===== config.mk =====
export PLATFORM = sky130hd
export DESIGN_NAME = pipe_trace_buffer
export DESIGN_NICKNAME = d
export VERILOG_FILES = /design/src/rtl/pipe_trace_buffer.sv
export SDC_FILE = /design/constraint.sdc
export NUM_CORES = 1
export LEC_CHECK = 0
export CORE_AREA = 2 2 142 283
export DETAILED_ROUTE_END_ITERATION = 7
export DIE_AREA = 0 0 144 285
export MAX_ROUTING_LAYER = met4
export PLACE_DENSITY = 0.84
export SETUP_SLACK_MARGIN = 0.5
export SYNTH_ARGS = -nofsm -noshare
export SYNTH_HDL_FRONTEND = slang
export SYNTH_SLANG_ARGS = --single-unit

===== constraint.sdc =====
create_clock -name clk -period 12.2 [get_ports clk]
set_clock_uncertainty 0.2 [all_clocks]
set_input_delay 2.44 -clock clk [delete_from_list [all_inputs] [get_ports clk]]
set_output_delay 2.44 -clock clk [all_outputs]
set_load 0.005 [all_outputs]

===== src/rtl/pipe_trace_buffer.sv =====
// Pipeline trace buffer: captures core debug events into a circular buffer drained via valid/ready.
// Optional feature macro: TRACE_TIMESTAMP_EN prepends a free-running cycle stamp to each record.
module pipe_trace_buffer #(
    parameter int PC_W    = 16,
    parameter int DATA_W  = 16,
    parameter int RADDR_W = 3,
    parameter int DEPTH   = 16,
    parameter int STAMP_W = 16,
`ifdef TRACE_TIMESTAMP_EN
    localparam int REC_W  = STAMP_W + PC_W + DATA_W + RADDR_W + 3,
`else
    localparam int REC_W  = PC_W + DATA_W + RADDR_W + 3,
`endif
    localparam int CNT_W  = $clog2(DEPTH + 1)
) (
    input  logic               clk,
    input  logic               rst_n,
    input  logic [PC_W-1:0]    dbg_pc,
    input  logic               dbg_wb_en,
    input  logic [RADDR_W-1:0] dbg_wb_addr,
    input  logic [DATA_W-1:0]  dbg_wb_data,
    input  logic               dbg_stall,
    input  logic               dbg_flush,
    input  logic               arm,
    input  logic               trig_en,
    input  logic [PC_W-1:0]    trig_pc,
    input  logic               wrap_mode,
    input  logic               stop,
    output logic               rd_valid,
    input  logic               rd_ready,
    output logic [REC_W-1:0]   rd_data,
    output logic [CNT_W-1:0]   count,
    output logic [7:0]         drop_cnt,
    output logic [1:0]         state
);

    localparam int PTR_W = $clog2(DEPTH);

    // Read port handshake: a record is consumed on a rising edge where
    // rd_valid & rd_ready; rd_valid never depends on rd_ready.

    if (DEPTH < 2 || (DEPTH & (DEPTH - 1)) != 0 || STAMP_W < 1) begin : g_bad_param
        $error("pipe_trace_buffer: DEPTH must be a power of two >= 2 and STAMP_W >= 1");
    end

    typedef enum logic [1:0] {
        S_IDLE    = 2'd0,
        S_ARMED   = 2'd1,
        S_CAPTURE = 2'd2,
        S_DONE    = 2'd3
    } state_e;

    state_e             state_q, state_d;
    logic [PC_W-1:0]    trig_pc_q, trig_pc_d;
    logic               wrap_q, wrap_d;
    logic [PTR_W-1:0]   wr_ptr_q, wr_ptr_d;
    logic [PTR_W-1:0]   rd_ptr_q, rd_ptr_d;
    logic [CNT_W-1:0]   count_q, count_d;
    logic [7:0]         drop_q, drop_d;
    logic [REC_W-1:0]   mem_q [DEPTH];

    logic               trig_hit;
    logic               capturing;
    logic               event_v;
    logic               full;
    logic               empty;
    logic               pop;
    logic               push;
    logic               overwrite;
    logic               drop_inc;
    logic               mem_we;
    logic [REC_W-1:0]   rec;

`ifdef TRACE_TIMESTAMP_EN
    logic [STAMP_W-1:0] stamp_q, stamp_d;

    always_comb begin
        stamp_d = stamp_q + STAMP_W'(1);
        rec     = {stamp_q, dbg_pc, dbg_wb_data, dbg_wb_addr, dbg_wb_en, dbg_stall, dbg_flush};
    end

    always_ff @(posedge clk) begin
        if (!rst_n) stamp_q <= '0;
        else        stamp_q <= stamp_d;
    end
`else
    always_comb begin
        rec = {dbg_pc, dbg_wb_data, dbg_wb_addr, dbg_wb_en, dbg_stall, dbg_flush};
    end
`endif

    // The trigger cycle itself is evaluated as an event.
    assign trig_hit  = (state_q == S_ARMED) && (dbg_pc == trig_pc_q) && !dbg_stall;
    assign capturing = !arm && ((state_q == S_CAPTURE) || trig_hit);
    assign event_v   = capturing && (dbg_wb_en || dbg_stall || dbg_flush);
    assign full      = (count_q == CNT_W'(DEPTH));
    assign empty     = (count_q == '0);
    assign pop       = !arm && rd_ready && !empty;

    // A pop frees a slot first, so push+pop while full is a normal exchange.
    assign push      = event_v && (!full || pop || wrap_q);
    assign overwrite = event_v && full && !pop && wrap_q;
    assign drop_inc  = event_v && full && !pop;

    // FSM state register
    always_ff @(posedge clk) begin
        if (!rst_n) state_q <= S_IDLE;
        else        state_q <= state_d;
    end

    // FSM next state
    always_comb begin
        state_d = state_q;
        if (arm) begin
            state_d = trig_en ? S_ARMED : S_CAPTURE;
        end else begin
            case (state_q)
                S_ARMED:   if (trig_hit) state_d = S_CAPTURE;
                S_CAPTURE: if (stop)     state_d = S_DONE;
                default:   state_d = state_q;
            endcase
        end
    end

    // FSM and read-port outputs
    always_comb begin
        state    = state_q;
        rd_valid = !empty;
        rd_data  = mem_q[rd_ptr_q];
        count    = count_q;
        drop_cnt = drop_q;
    end

    // Buffer pointers, occupancy and drop counter
    always_comb begin
        trig_pc_d = trig_pc_q;
        wrap_d    = wrap_q;
        wr_ptr_d  = wr_ptr_q;
        rd_ptr_d  = rd_ptr_q;
        count_d   = count_q;
        drop_d    = drop_q;
        mem_we    = 1'b0;
        if (arm) begin
            trig_pc_d = trig_pc;
            wrap_d    = wrap_mode;
            wr_ptr_d  = '0;
            rd_ptr_d  = '0;
            count_d   = '0;
            drop_d    = '0;
        end else begin
            if (push) begin
                mem_we   = 1'b1;
                wr_ptr_d = wr_ptr_q + PTR_W'(1);
            end
            if (pop || overwrite) begin
                rd_ptr_d = rd_ptr_q + PTR_W'(1);
            end
            if (push && !overwrite && !pop) begin
                count_d = count_q + CNT_W'(1);
            end else if (pop && !push) begin
                count_d = count_q - CNT_W'(1);
            end
            if (drop_inc && (drop_q != 8'hFF)) begin
                drop_d = drop_q + 8'd1;
            end
        end
    end

    always_ff @(posedge clk) begin
        if (!rst_n) begin
            trig_pc_q <= '0;
            wrap_q    <= 1'b0;
            wr_ptr_q  <= '0;
            rd_ptr_q  <= '0;
            count_q   <= '0;
            drop_q    <= '0;
        end else begin
            trig_pc_q <= trig_pc_d;
            wrap_q    <= wrap_d;
            wr_ptr_q  <= wr_ptr_d;
            rd_ptr_q  <= rd_ptr_d;
            count_q   <= count_d;
            drop_q    <= drop_d;
        end
    end

    always_ff @(posedge clk) begin
        if (mem_we) mem_q[wr_ptr_q] <= rec;
    end

endmodule

# --- Yosys cells after proc, flatten, opt, wreduce, memory -nomap -nowiden ---
# Memory sizes are Yosys's and may differ from the RTL's. A register that Yosys moved wholly into a read port is not among the register bits.
# Cells that the tools add are included.
totals:
  ramBits: 608
  elab_cells: 66
  memories: 1
  inputBits: 61
  register_bits: 40
  out_inout_bits: 54
op_classes:
  n_eq_ne: 7
  n_mux: 13
  add_sub_neg: 5
  n_bitwise: 1
  n_reduce_logical: 32
memory_table:
  columns: ["memory", "words", "word_bits", "read_ports", "rd_ports_with_merged_regs", "write_ports", "line", "source"]
  rows:
  - ["mem_q", 16, 38, 1, 1, 1, "60", "logic [REC_W-1:0] mem_q [DEPTH];"]
ops:
  columns: ["op", "count"]
  rows:
  - ["16-bit equality test", 1]
  - ["1-bit logical AND", 14]
  - ["5-bit 2-to-1 mux", 2]
  - ["4-bit by 1-bit adder with 4-bit output, second input constant", 2]
  - ["8-bit by 1-bit adder with 8-bit output, second input constant", 1]
  - ["2-bit 2-to-1 mux", 4]
  - ["4-bit 2-to-1 mux", 2]
  - ["8-bit inequality test, second input constant", 1]
  - ["1-bit zero test", 7]
  - ["1-bit logical OR", 6]
  - ["3-bit inequality test, second input constant", 2]
  - ["5-bit by 1-bit adder with 5-bit output, second input constant", 1]
  - ["5-bit equality test, second input constant", 1]
  - ["5-bit zero test", 1]
  - ["5-bit by 1-bit subtractor with 5-bit output, second input constant", 1]
  - ["1-bit 2-to-1 mux", 4]
  - ["2-bit one-hot mux with 2 select lines", 1]
  - ["3-bit AND reduction", 1]
  - ["3-bit nonzero test", 1]
  - ["2-bit by 1-bit equality test with 1-bit output, second input constant", 1]
  - ["2-bit equality test, second input constant", 1]
  - ["2-bit nonzero test", 1]
  - ["2-bit OR reduction", 1]
  - ["1-bit inverter", 1]

# --- Logic depth before layout (Yosys ltp) ---
logic_depth:
  word_depth: 13
  mapped_depth: 13
  depth_no_buf: 12

# --- Worst setup path after synthesis ---
# OpenSTA, ideal clock, no wires.
synth_timing:
  path_kind: "input to register"
  start: "in arm"
  end: "mem mem_q[3][0] (netlist bit), enable pin"
  path_slack_ns: 5.274
  setup_time_ns: 0.480
  path_stages: 8
  required_ns: 11.520
  arrival_ns: 6.246
  path_buffers: 3
  path_cell_list: "clkbuf_1 > or2_0 > clkbuf_1 > nor4_1 > a21o_1 > buf_6 > nand2_1 > nor3_1"
synth_via:
  elab_chain_len: 10
  elab_cells_between_ends: 12
  classes_between: "mux (4); reduce/logical (8)"
synth_lines:
  columns: ["element", "line", "source"]
  rows:
  - ["from (decl)", "24", "input logic arm,"]
  - ["1-bit zero test", "94, 98", null]
  - ["1-bit logical AND (2 in series)", "98", "assign pop = !arm && rd_ready && !empty;"]
  - ["1-bit logical OR (2 in series)", "101", "assign push = event_v && (!full || pop || wrap_q);"]
  - ["1-bit logical AND", "101", null]
  - ["1-bit 2-to-1 mux", "151", "if (push) begin"]
  - ["1-bit 2-to-1 mux *", "143", "if (arm) begin"]
  - ["1-bit 2-to-1 mux *", "188", "if (mem_we) mem_q[wr_ptr_q] <= rec;"]
  - ["1-bit 2-to-1 mux (implied by the code) *", "188", null]
  - ["to (decl)", "60", null]
# Every way passes the cells marked *; elsewhere a longest branch is shown, timed or not.

==> results.py <==
metrics = {
    "yosys": {
        "syn_avg_cell_area_um2": 22.7,
        "yosysTopAreaCellShare_pct": 72.8,
        "synth_flop_cell": "edfxtp_1",
        "yosys.area.top_type": "edfxtp_1",
        "yosys-top-cells-count": "edfxtp_1 (608), mux4_2 (190), dfxtp_1 (44)",
        "synthArstFlopShare_pct": 0,
        "synthesis.area_mm2": 0.0251,
        "ys_seq_area_share_pct": 76.4,
        "synth-edff-count": 608,
        "syn-num-nets": 1177,
        "yosys_warnings": 0,
        "synthTopCellsByArea": "edfxtp_1 (73%), mux4_2 (17%), dfxtp_1 (3.5%)",
        "synth_cell_types": 46,
        "yosysMostFrequentCell": "edfxtp_1",
        "synth_cells": 1106,
        "ys_ff_latch": 652,
    },
    "routing": {
        "drt.antenna.violating_nets": 0,
        "vias": 12100,
        "drtIter0Drc": 1241,
        "drcViolationCount": 0,
        "via_per_inst": 6.69,
        "routed_wl_um": 56300,
        "routedWlPerCell_um": 31.0,
        "drt_pre_antenna_iters": 5,
    },
    "critical_path": {
        "critPathRequiredTime_ns": 9.56,
        "rrSetupSlack_ns": 8.06,
        "path_delay_family": "buffers and inverters",
        "r2r_start": "trig_pc_q[13]",
        "start_kind": "flop",
        "crit_cells": 5,
        "path_buf_inv": 3,
        "cp.arrival_ns": 4.44,
        "crit_type": "reg -> out",
        "crit_chain": "buf_4 > buf_4 > mux4_2 > mux4_2 > clkdlybuf4s50_1",
        "r2r_cells": 7,
        "endpoint_kind": "primary output",
        "worstPathMaxFanout": 66,
        "max_stage_delay_ns": 0.90,
        "worst_r2r_endpoint": "mem_q[7][21]",
        "cp_slowest_cell": "buf_4",
    },
    "clocking": {
        "cts_root_buf": "clkbuf_16",
        "clk_pin_slew_worst_paths_ns": 0.07,
        "ctsHoldBuffers": 0,
        "cts_setup_buffers": 0,
        "tritoncts": "built",
        "cts_resized": 0,
        "htreeDepth": 2,
        "cts.sinks": 652,
        "cts_made_buffers": 51,
        "cts_buffer_depth": 3,
        "clk_latency_ns": 0.59,
    },
    "place": {
        "placement.cell_area_mm2": 0.0270,
        "io_buffers": 114,
        "place_congestion": 0.805,
        "dp_hpwl_um": 30700,
    },
    "worst_hold_path": {
        "holdPathEnd": "drop_cnt[7]",
        "hold_path_class": "reg -> reg",
        "min_from": "drop_cnt[7]",
        "hold_depth": 2,
    },
    "sta": {
        "worst_pin_slew_ns": 1.02,
        "setup_viol": 0,
        "rsz0062_at_grt": "false",
        "finalMaxSlewViolations": 0,
        "tns_ns": 0,
        "fin_hold_ws_ns": 0.301,
        "timing.fmax_mhz": 141,
        "relSlewSlack_pct": 31.9,
        "period_share_pct": 58.0,
        "hold_viol": 0,
        "fin_crit_ns": 7.08,
    },
    "floorplan": {
        "die_h_um": 285,
        "core_mm2": 0.0390,
        "io_pins": 115,
        "die_width_um": 144,
        "dieArea_mm2": 0.0410,
        "placementRows": 103,
        "initial_utilization_pct": 64.2,
    },
    "cells_and_area": {
        "fin_area_mm2": 0.0287,
        "final-seq-area_mm2": 0.0191,
        "nFillCells": 2097,
        "drive_gt1_share_pct": 24.9,
        "multi_input_area_mm2": 0.00578,
        "nNetsFinal": 1317,
        "synthToLayoutAreaGrowth_pct": 14.3,
    },
    "flow_run": {
        "maxCapViolCount": 0,
    },
    "power_and_ir_drop": {
        "p_leak_nw": 8.71,
        "vdd_ir_drop_max_mv": 0.146,
        "p_per_area_mw_per_mm2": 149,
    },
    "global_routing": {
        "antenna_found_initial": 1,
        "grt_max_degree": 67,
        "overflow": 0,
        "grt_pass1_vias": 12900,
        "grt.total_usage_pct": 29.6,
        "grt_pass1_wl_um": 84000,
    },
    "status": {
        "status": "complete, no violations",
    },
}
## kinds of logic after synthesis
| kind of cell | synth area share, % |
|---|---|
| DFF | 76.4 |
| AOI/OAI and AO/OA | 0.694 |
| adders and majority gates | 0.529 |
| buffers and inverters | 1.02 |
| and+or+nand+nor | 2.53 |
| xor gates and xnor gates | 0.909 |
| muxes | 18.0 |
## how the worst max path moves through the flow
| stage | from | endpoint | slack (ns) |
|---|---|---|---|
| 3_5_place_dp | dbg_pc[13] | mem_q[7][28] | 5.14 |
| 6_report | flop | rd_data[2] | 5.12 |
| 5_1_grt | flop | rd_data[32] | 4.81 |
| 4_1_cts | flop | rd_data[19] | 5.03 |
| 3_3_place_gp | dbg_pc[13] | mem_q[15][21] | 5.36 |
| 2_1_floorplan | arm | mem_q[3][0] | 5.27 |
## cell usage in the layout (no fill, tap or decap), types with 2 or more instances in the layout
cell type,n
a21o_1,3
a21oi_1,8
and4_1,2
buf_4,27
bufinv_16,4
clkbuf_1,11
clkbuf_16,55
clkbuf_8,2
clkdlybuf4s50_1,114
clkinv_1,5
clkinv_2,12
clkinvlp_4,4
dfxtp_1,40
dfxtp_2,2
dfxtp_4,2
edfxtp_1,608
ha_1,9
inv_1,9
mux2i_1,22
mux4_2,190
nand2_1,17
nand2b_1,5
nand3_1,6
nand4_1,5
nor2_1,22
nor2_4,12
nor2b_1,19
nor3_1,5
nor3_2,5
nor4_1,4
o21ai_0,6
o21bai_1,2
o31ai_1,2
or4_1,3
xnor2_1,20
xor2_1,6
## tightest hold or removal path, delay by kind of cell (launching register included)
family | cells | cell delay (ns)
AO/OA/AOI/OAI | 1 | 0.06
AND/OR/NAND/NOR | 1 | 0.06
flip-flops | 1 | 0.33
## stage by stage
step / instances / total power (W) / worst slack (ns) / utilization (%)
after floorplan: 1106 / 0.00256 / 5.27 / -
after global placement: 1718 / 0.00262 / 5.36 / 69.0
after detailed placement: 1718 / 0.00263 / 5.14 / 69.0
after CTS: 1813 / 0.00428 / 5.03 / 73.4
after global routing: 1814 / 0.00436 / 4.81 / 73.4
final: 1814 / 0.00427 / 5.12 / 73.4
## where the power goes
group / switching [W] / leakage, nW / total [W] / internal (W)
clock: 0.000761 / 0.826 / 0.00168 / 0.000923
combinational: 0.0000685 / 2.06 / 0.000126 / 0.0000580
sequential: 0.00000646 / 5.83 / 0.00246 / 0.00245
total: 0.000836 / 8.71 / 0.00427 / 0.00343
## layer usage
layer,GRT usage (%),wire (um),up-vias
li1,-,-,4903
met4,9.93,1990,0
met5,-,0,-
met3,4.30,3990,141
met1,37.2,19700,6352
met2,50.2,30600,739
## registers in the layout (all words and copies together) (netlist names), named ones only
register	cells
state	2
trig_pc_q	16
wrap_q	1
drop_cnt	8
wr_ptr_q	4
count	5
mem_q	608
rd_ptr_q	4
## final cells by class
class	count	share of cell area (%)
antenna	1	0.00873
clock buffer	68	5.04
clock inverter	27	0.860
inverter	9	0.118
multi-input combinational	391	20.2
sequential	652	66.8
tap	525	2.29
timing repair buffer	141	4.69
Note: power is estimated with default switching activity, not from simulation.
==> RTL change 1 (config.mk and constraints unchanged) <==
Set the parameter `PC_W` to 20 (it was 16).
--- a/src/rtl/pipe_trace_buffer.sv
+++ b/src/rtl/pipe_trace_buffer.sv
@@ -3,3 +3,3 @@
 module pipe_trace_buffer #(
-    parameter int PC_W    = 16,
+    parameter int PC_W    = 20,
     parameter int DATA_W  = 16,
Ports: changed (resized dbg_pc, rd_data and trig_pc); port bits go from 115 to 127. No check against the original RTL was run, so the function may have changed too.
==> RTL change 1 against the unedited design <==
  * Final cell count increased by 7.1%
  * Sequential cell count increased by 68
  * Final area is 9.8% higher
  * Via count up 14%
  * Synthesized area increased by 11%
  * Setup slack worse by 0.27 ns
  * Wire length increased by 23%
  * Power rose by 8.9%
  * Critical endpoint is now rd_data[40]
  * Largest cell class unchanged
  * Largest power group unchanged
==> RTL change 1: results (changes against the unedited design) <==
Outcome
  – Status: finished, final reports clean

Clocking
  – Postcts setup bufs: 0 (unchanged)
  – H-tree levels: 2 (unchanged)
  – CTS buffer count: 57 (+12%)
  – Post-cts repair resize count: 0 (unchanged)
  – Max clock buf depth: 3 (unchanged)
  – Clk Latency, worst-skew pair: 0.59 ns (about the same)
  – Clock sinks: 720 (+10%)
  – Clk pin slew, worst setup/hold paths: 0.06 ns
  – CTS Root Cell: clkbuf_16

Synthesis
  – Seq/Total Area, Yosys: 0.762 (-0.00154)
  – Post-Syn Nets: 1305 (+11%)
  – Most common flop cell mapped by yosys: edfxtp_1
  – YS warnings: 0 (unchanged)
  – Leading post-synthesis cells by cell area: edfxtp_1 73%, mux4_2 17%, dfxtp_1 3.5%, mux2i_1 1.0%, clkbuf_1 0.55%
  – Async S/R FF share, synth: 0 (unchanged)
  – EDFF count, synth: 672 (+11%)
  – Commonest cells in the netlist: 672 x edfxtp_1, 210 x mux4_2, 48 x dfxtp_1
  – Post-synth cell types: 46 (unchanged)

Min path
  – Hold path depth: 2 (unchanged)
  – Class of the worst hold path: reg2reg

Layout
  – Top reg by flops: mem_q
  – Nets@finish: 1455 (+10%)
  – Layout cell share with drive strength beyond 1: 0.240 (-0.00928)
  – Largest register FFs: 672 (+11%)

Placed design
  – GPL Wtd Cong: 0.809 (+0.46%)
  – Detailed placement HPWL: 35600 um (+16%)
  – I/O Buffers: 126 (+11%)
  – Post-Place Worst Slack: 5.21 ns (+0.0674 ns)

Power
  – Internal power: 3.72 mW (+8.5%)
  – Peak supply drop: 0.000142 V (-2.8%)
  – Leakage Power: 9.66 nW (+11%)

Worst setup path
  – R2R cell count: 8 (+1)
  – Crit Path Max Fanout: 48 (-27%)
  – Arr. time, crit path: 4.71 ns (+0.27 ns)
  – Slowest-stage cell, CP: dfxtp_4
  – Worst path max stage delay: 0.98 ns (+0.08 ns)
  – Crit-path leading delay family: buffers and inverters

Routing
  – Via count: 13800 (+14%)
  – Final wirelength: 69100 um (+23%)
  – Pre-Repair DR Iteration Count: 5 (unchanged)
  – Detailed Route Iter0 Violations: 1558 (+26%)

GRT
  – Vias in the first global route: 14800 (+15%)
  – GRT Overall Usage: 0.365 (+0.0686)
  – First-pass GRT wire length: 101000 um (+20%)
  – Largest net degree at the start of global routing: 78 (+16%)
  – Initial antenna violation count: 1 (unchanged)

STA
  – Final Setup Violations: 0 (unchanged)
  – Least-Margin Pin Slew: 1.18 ns (+0.156 ns)
RTL change 1: power by group through the flow:
stage | logic, mW | registers [mW] | clock network (mW)
2_1_floorplan | 0.0592 | 2.76 | 0
3_3_place_gp | 0.135 | 2.77 | 0
3_5_place_dp | 0.144 | 2.77 | 0
4_1_cts | 0.147 | 2.71 | 1.80
5_1_grt | 0.158 | 2.71 | 1.87
6_report | 0.148 | 2.71 | 1.78
RTL change 1: worst paths after layout:
path | end | slack (ns) | start
worst max-delay path | rd_data[40] | 4.85 | register
worst min-delay path | drop_cnt[7]$_SDFFE_PP0P_ | 0.31 | drop_cnt[7]$_SDFFE_PP0P_
worst max register to register | mem_q[7][24]$_DFFE_PP_ | 8.11 | trig_pc_q[17]$_SDFFE_PN0P_
worst min register to register | drop_cnt[7]$_SDFFE_PP0P_ | 0.31 | drop_cnt[7]$_SDFFE_PP0P_
RTL change 1: cells by family (layout without fill, tap and decap cells):
logic type,count (synthesis),after routing,synth area share
DFF,720,720,0.762
muxes,239,239,0.181
and+or+nand+nor,128,128,0.0254
buffers and inverters,68,259,0.0101
AOI/OAI and AO/OA,39,39,0.00965
xor gates and xnor gates,22,22,0.00695
adders and majority gates,10,10,0.00478
other,0,1,0
RTL change 1: tightest hold or removal path: cells and delay by family (launching register included):
| family | cells | cell delay, ns |
|---|---|---|
| flops | 1 | 0.34 |
| mux | 1 | 0.06 |
| simple gates | 1 | 0.07 |
RTL change 1: per-stage QoR:
| step | instance area (sq um) | instances |
|---|---|---|
| 6_report | 31500 | 1943 |
| 4_1_cts | 31500 | 1942 |
| 2_1_floorplan | 27700 | 1226 |
| 3_5_place_dp | 29700 | 1842 |
| 3_3_place_gp | 29700 | 1842 |
| 5_1_grt | 31500 | 1943 |
RTL change 1: layout make-up:
| class | instances | area, sq um |
|---|---|---|
| Sequential cell | 720 | 21200 |
| Fill cell | 1764 | 7590 |
| Multi-Input combinational cell | 438 | 6430 |
| Clock buffer | 74 | 1500 |
| Timing Repair Buffer | 153 | 1460 |
| Tap cell | 525 | 657 |
| Clock inverter | 26 | 233 |
| Inverter | 6 | 22.5 |
| Antenna cell | 1 | 2.50 |
RTL change 1: per-layer routing:
| metal | part of all wire | vias up | track usage |
|---|---|---|---|
| li1 | - | 5458 | - |
| met1 | 0.32 | 7098 | 0.453 |
| met2 | 0.54 | 1026 | 0.608 |
| met3 | 0.086 | 216 | 0.0495 |
| met4 | 0.050 | 0 | 0.162 |
| met5 | 0 | - | - |
==> RTL change 2 (config.mk and constraints unchanged) <==
Without the edit above. Register the output `drop_cnt`; this adds one clock of latency there. The other outputs are not delayed to match.
--- a/src/rtl/pipe_trace_buffer.sv
+++ b/src/rtl/pipe_trace_buffer.sv
@@ -37,2 +37,4 @@
     localparam int PTR_W = $clog2(DEPTH);
+
+    logic [7:0] drop_cnt_d;
 
@@ -130,3 +132,3 @@
         count    = count_q;
-        drop_cnt = drop_q;
+        drop_cnt_d = drop_q;
     end
@@ -190,2 +192,6 @@
 
+    always_ff @(posedge clk) begin
+        drop_cnt <= drop_cnt_d;
+    end
+
 endmodule
Check against the original RTL: same outputs for any inputs over 4 cycles, from zero or initial values and one cycle with rst_n low; that may be too few to reach the edited logic, so the function may still have changed.
==> RTL change 2 against the unedited design <==
  * Wire length rose by 3.4%
  * Synthesized area rose by 0.86%
  * Worst hold slack got worse by 0.11 ns
  * Setup slack got worse by 0.15 ns
  * Register-to-register slack got worse by 0.30 ns
  * Fmax fell by 2.0%
  * Final area rose by 0.45%
  * Highest routed layer unchanged
  * Largest power group unchanged
  * Power fell by 0.18%
  * Sequential cell count rose by 8
==> RTL change 2: results (changes against the unedited design) <==
Outcome
  – Status: finished, final reports clean

Worst setup path
  – R2r setup slk: 7.76 ns (-0.30 ns)
  – Arr. time, crit path: 4.59 ns (+0.15 ns)
  – Worst path max stage delay: 0.83 ns (-0.07 ns)
  – R2R Path End: mem_q[3][23]$_DFFE_PP_
  – Critical Path End: rd_data[30]
  – WS Path Type: reg2out
  – Crit Path Max Fanout: 45 (-32%)

Power
  – Leakage Power: 8.75 nW (+0.38%)
  – Peak supply drop: 0.000142 V (-3.0%)

Routing
  – Vias/cell: 6.69 (about the same)
  – Final wirelength: 58200 um (+3.4%)
  – Detailed Route Iter0 Violations: 1236 (-0.40%)

Placed design
  – Area post-placement: 27100 sq um (+0.70%)
  – Post-Place Worst Slack: 4.90 ns (-0.241 ns)
  – GPL Wtd Cong: 0.831 (+3.2%)
  – Detailed placement HPWL: 31400 um (+2.3%)

STA
  – Least-Margin Pin Slew: 1.05 ns (+0.0302 ns)
  – Final hold slack: 0.186 ns (-0.115 ns)
  – Final WS setup: 4.97 ns (-0.147 ns)

Layout
  – Nets@finish: 1321 (+0.30%)
  – Fill cells: 2043 (-2.6%)
  – Largest regs: mem_q: 608 flops, trig_pc_q: 16 flops
  – Layout cell share with drive strength beyond 1: 0.258 (+0.00872)
  – Antenna diode count: 0 (-1)

Synthesis
  – Seq/Total Area, Yosys: 0.763 (about the same)
  – Commonest cells in the netlist: 608 x edfxtp_1, 190 x mux4_2, 52 x dfxtp_1
  – Post-Syn Nets: 1182 (+0.42%)
  – Leading post-synthesis cells by cell area: edfxtp_1 72%, mux4_2 17%, dfxtp_1 4.1%, xnor2_1 0.90%, mux2i_1 0.83%
  – Post-synth cell types: 49 (+6.5%)

Clocking
  – CTS Root Cell: clkbuf_16
  – Clk Latency, worst-skew pair: 0.57 ns (-0.02 ns)
  – Post-cts repair resize count: 0 (unchanged)

GRT
  – Initial antenna violation count: 0 (-1)
  – Largest net degree at the start of global routing: 70 (+4.5%)
  – GRT Overall Usage: 0.305 (+0.00898)
  – Vias in the first global route: 13200 (+2.1%)

Min path
  – Class of the worst hold path: reg2reg
[RTL change 2: cells by family after synthesis]
family / count (synthesis) / share of synthesized area
flops: 660 / 0.763
mux: 211 / 0.178
simple gates: 114 / 0.0252
buf+inv: 61 / 0.0105
xor+xnor: 31 / 0.0107
compound gates: 24 / 0.00723
fa+ha+maj: 10 / 0.00525
[RTL change 2: through the flow]
step           utilization  cells
2_1_floorplan            -   1111
3_3_place_gp         0.695   1722
3_5_place_dp         0.695   1722
4_1_cts              0.737   1816
5_1_grt              0.737   1816
6_report             0.737   1816
[RTL change 2: worst register-to-register path: stages, from the launching register on]
cell and delay, ns:
dfxtp_1 0.35, xnor2_1 0.31, nand3_1 0.17, nor3_1 0.88, a21o_1 0.46, nand2_1 0.34
nor3_2 0.74, buf_4 0.60
[RTL change 2: worst min-delay path by stage]
stage                                from                   to  cells after the start
2_1_floorplan  drop_cnt_d[6]$_SDFFE_PP0P_  drop_cnt[6]$_DFF_P_                      0
3_3_place_gp   drop_cnt_d[7]$_SDFFE_PP0P_  drop_cnt[7]$_DFF_P_                      0
3_5_place_dp   drop_cnt_d[6]$_SDFFE_PP0P_  drop_cnt[6]$_DFF_P_                      0
4_1_cts        drop_cnt_d[6]$_SDFFE_PP0P_  drop_cnt[6]$_DFF_P_                      0
5_1_grt        drop_cnt_d[6]$_SDFFE_PP0P_  drop_cnt[6]$_DFF_P_                      0
6_report       drop_cnt_d[6]$_SDFFE_PP0P_  drop_cnt[6]$_DFF_P_                      0
[RTL change 2: where the power goes]
part           switching (mW)  leakage [nW]  internal [mW]
logic                  0.0680          2.05         0.0587
registers             0.00748          5.89           2.47
clock network           0.764         0.799          0.885
[RTL change 2: cell type report]
cell class | instances | area (sq um) | share of cell area
clock buffers | 65 | 1370 | 0.0476
clock inverters | 29 | 268 | 0.00930
inverters | 8 | 30.0 | 0.00104
multi-input cells | 390 | 5820 | 0.202
flip-flops and latches | 660 | 19300 | 0.671
well taps | 525 | 657 | 0.0228
repair buffers | 139 | 1330 | 0.0462
[RTL change 2: layer usage]
layer	track usage	wire (um)	up-vias
met5	-	0	-
met4	0.118	2410	0
met3	0.0388	4130	160
met2	0.527	32500	771
met1	0.368	19200	6320
li1	-	-	4906
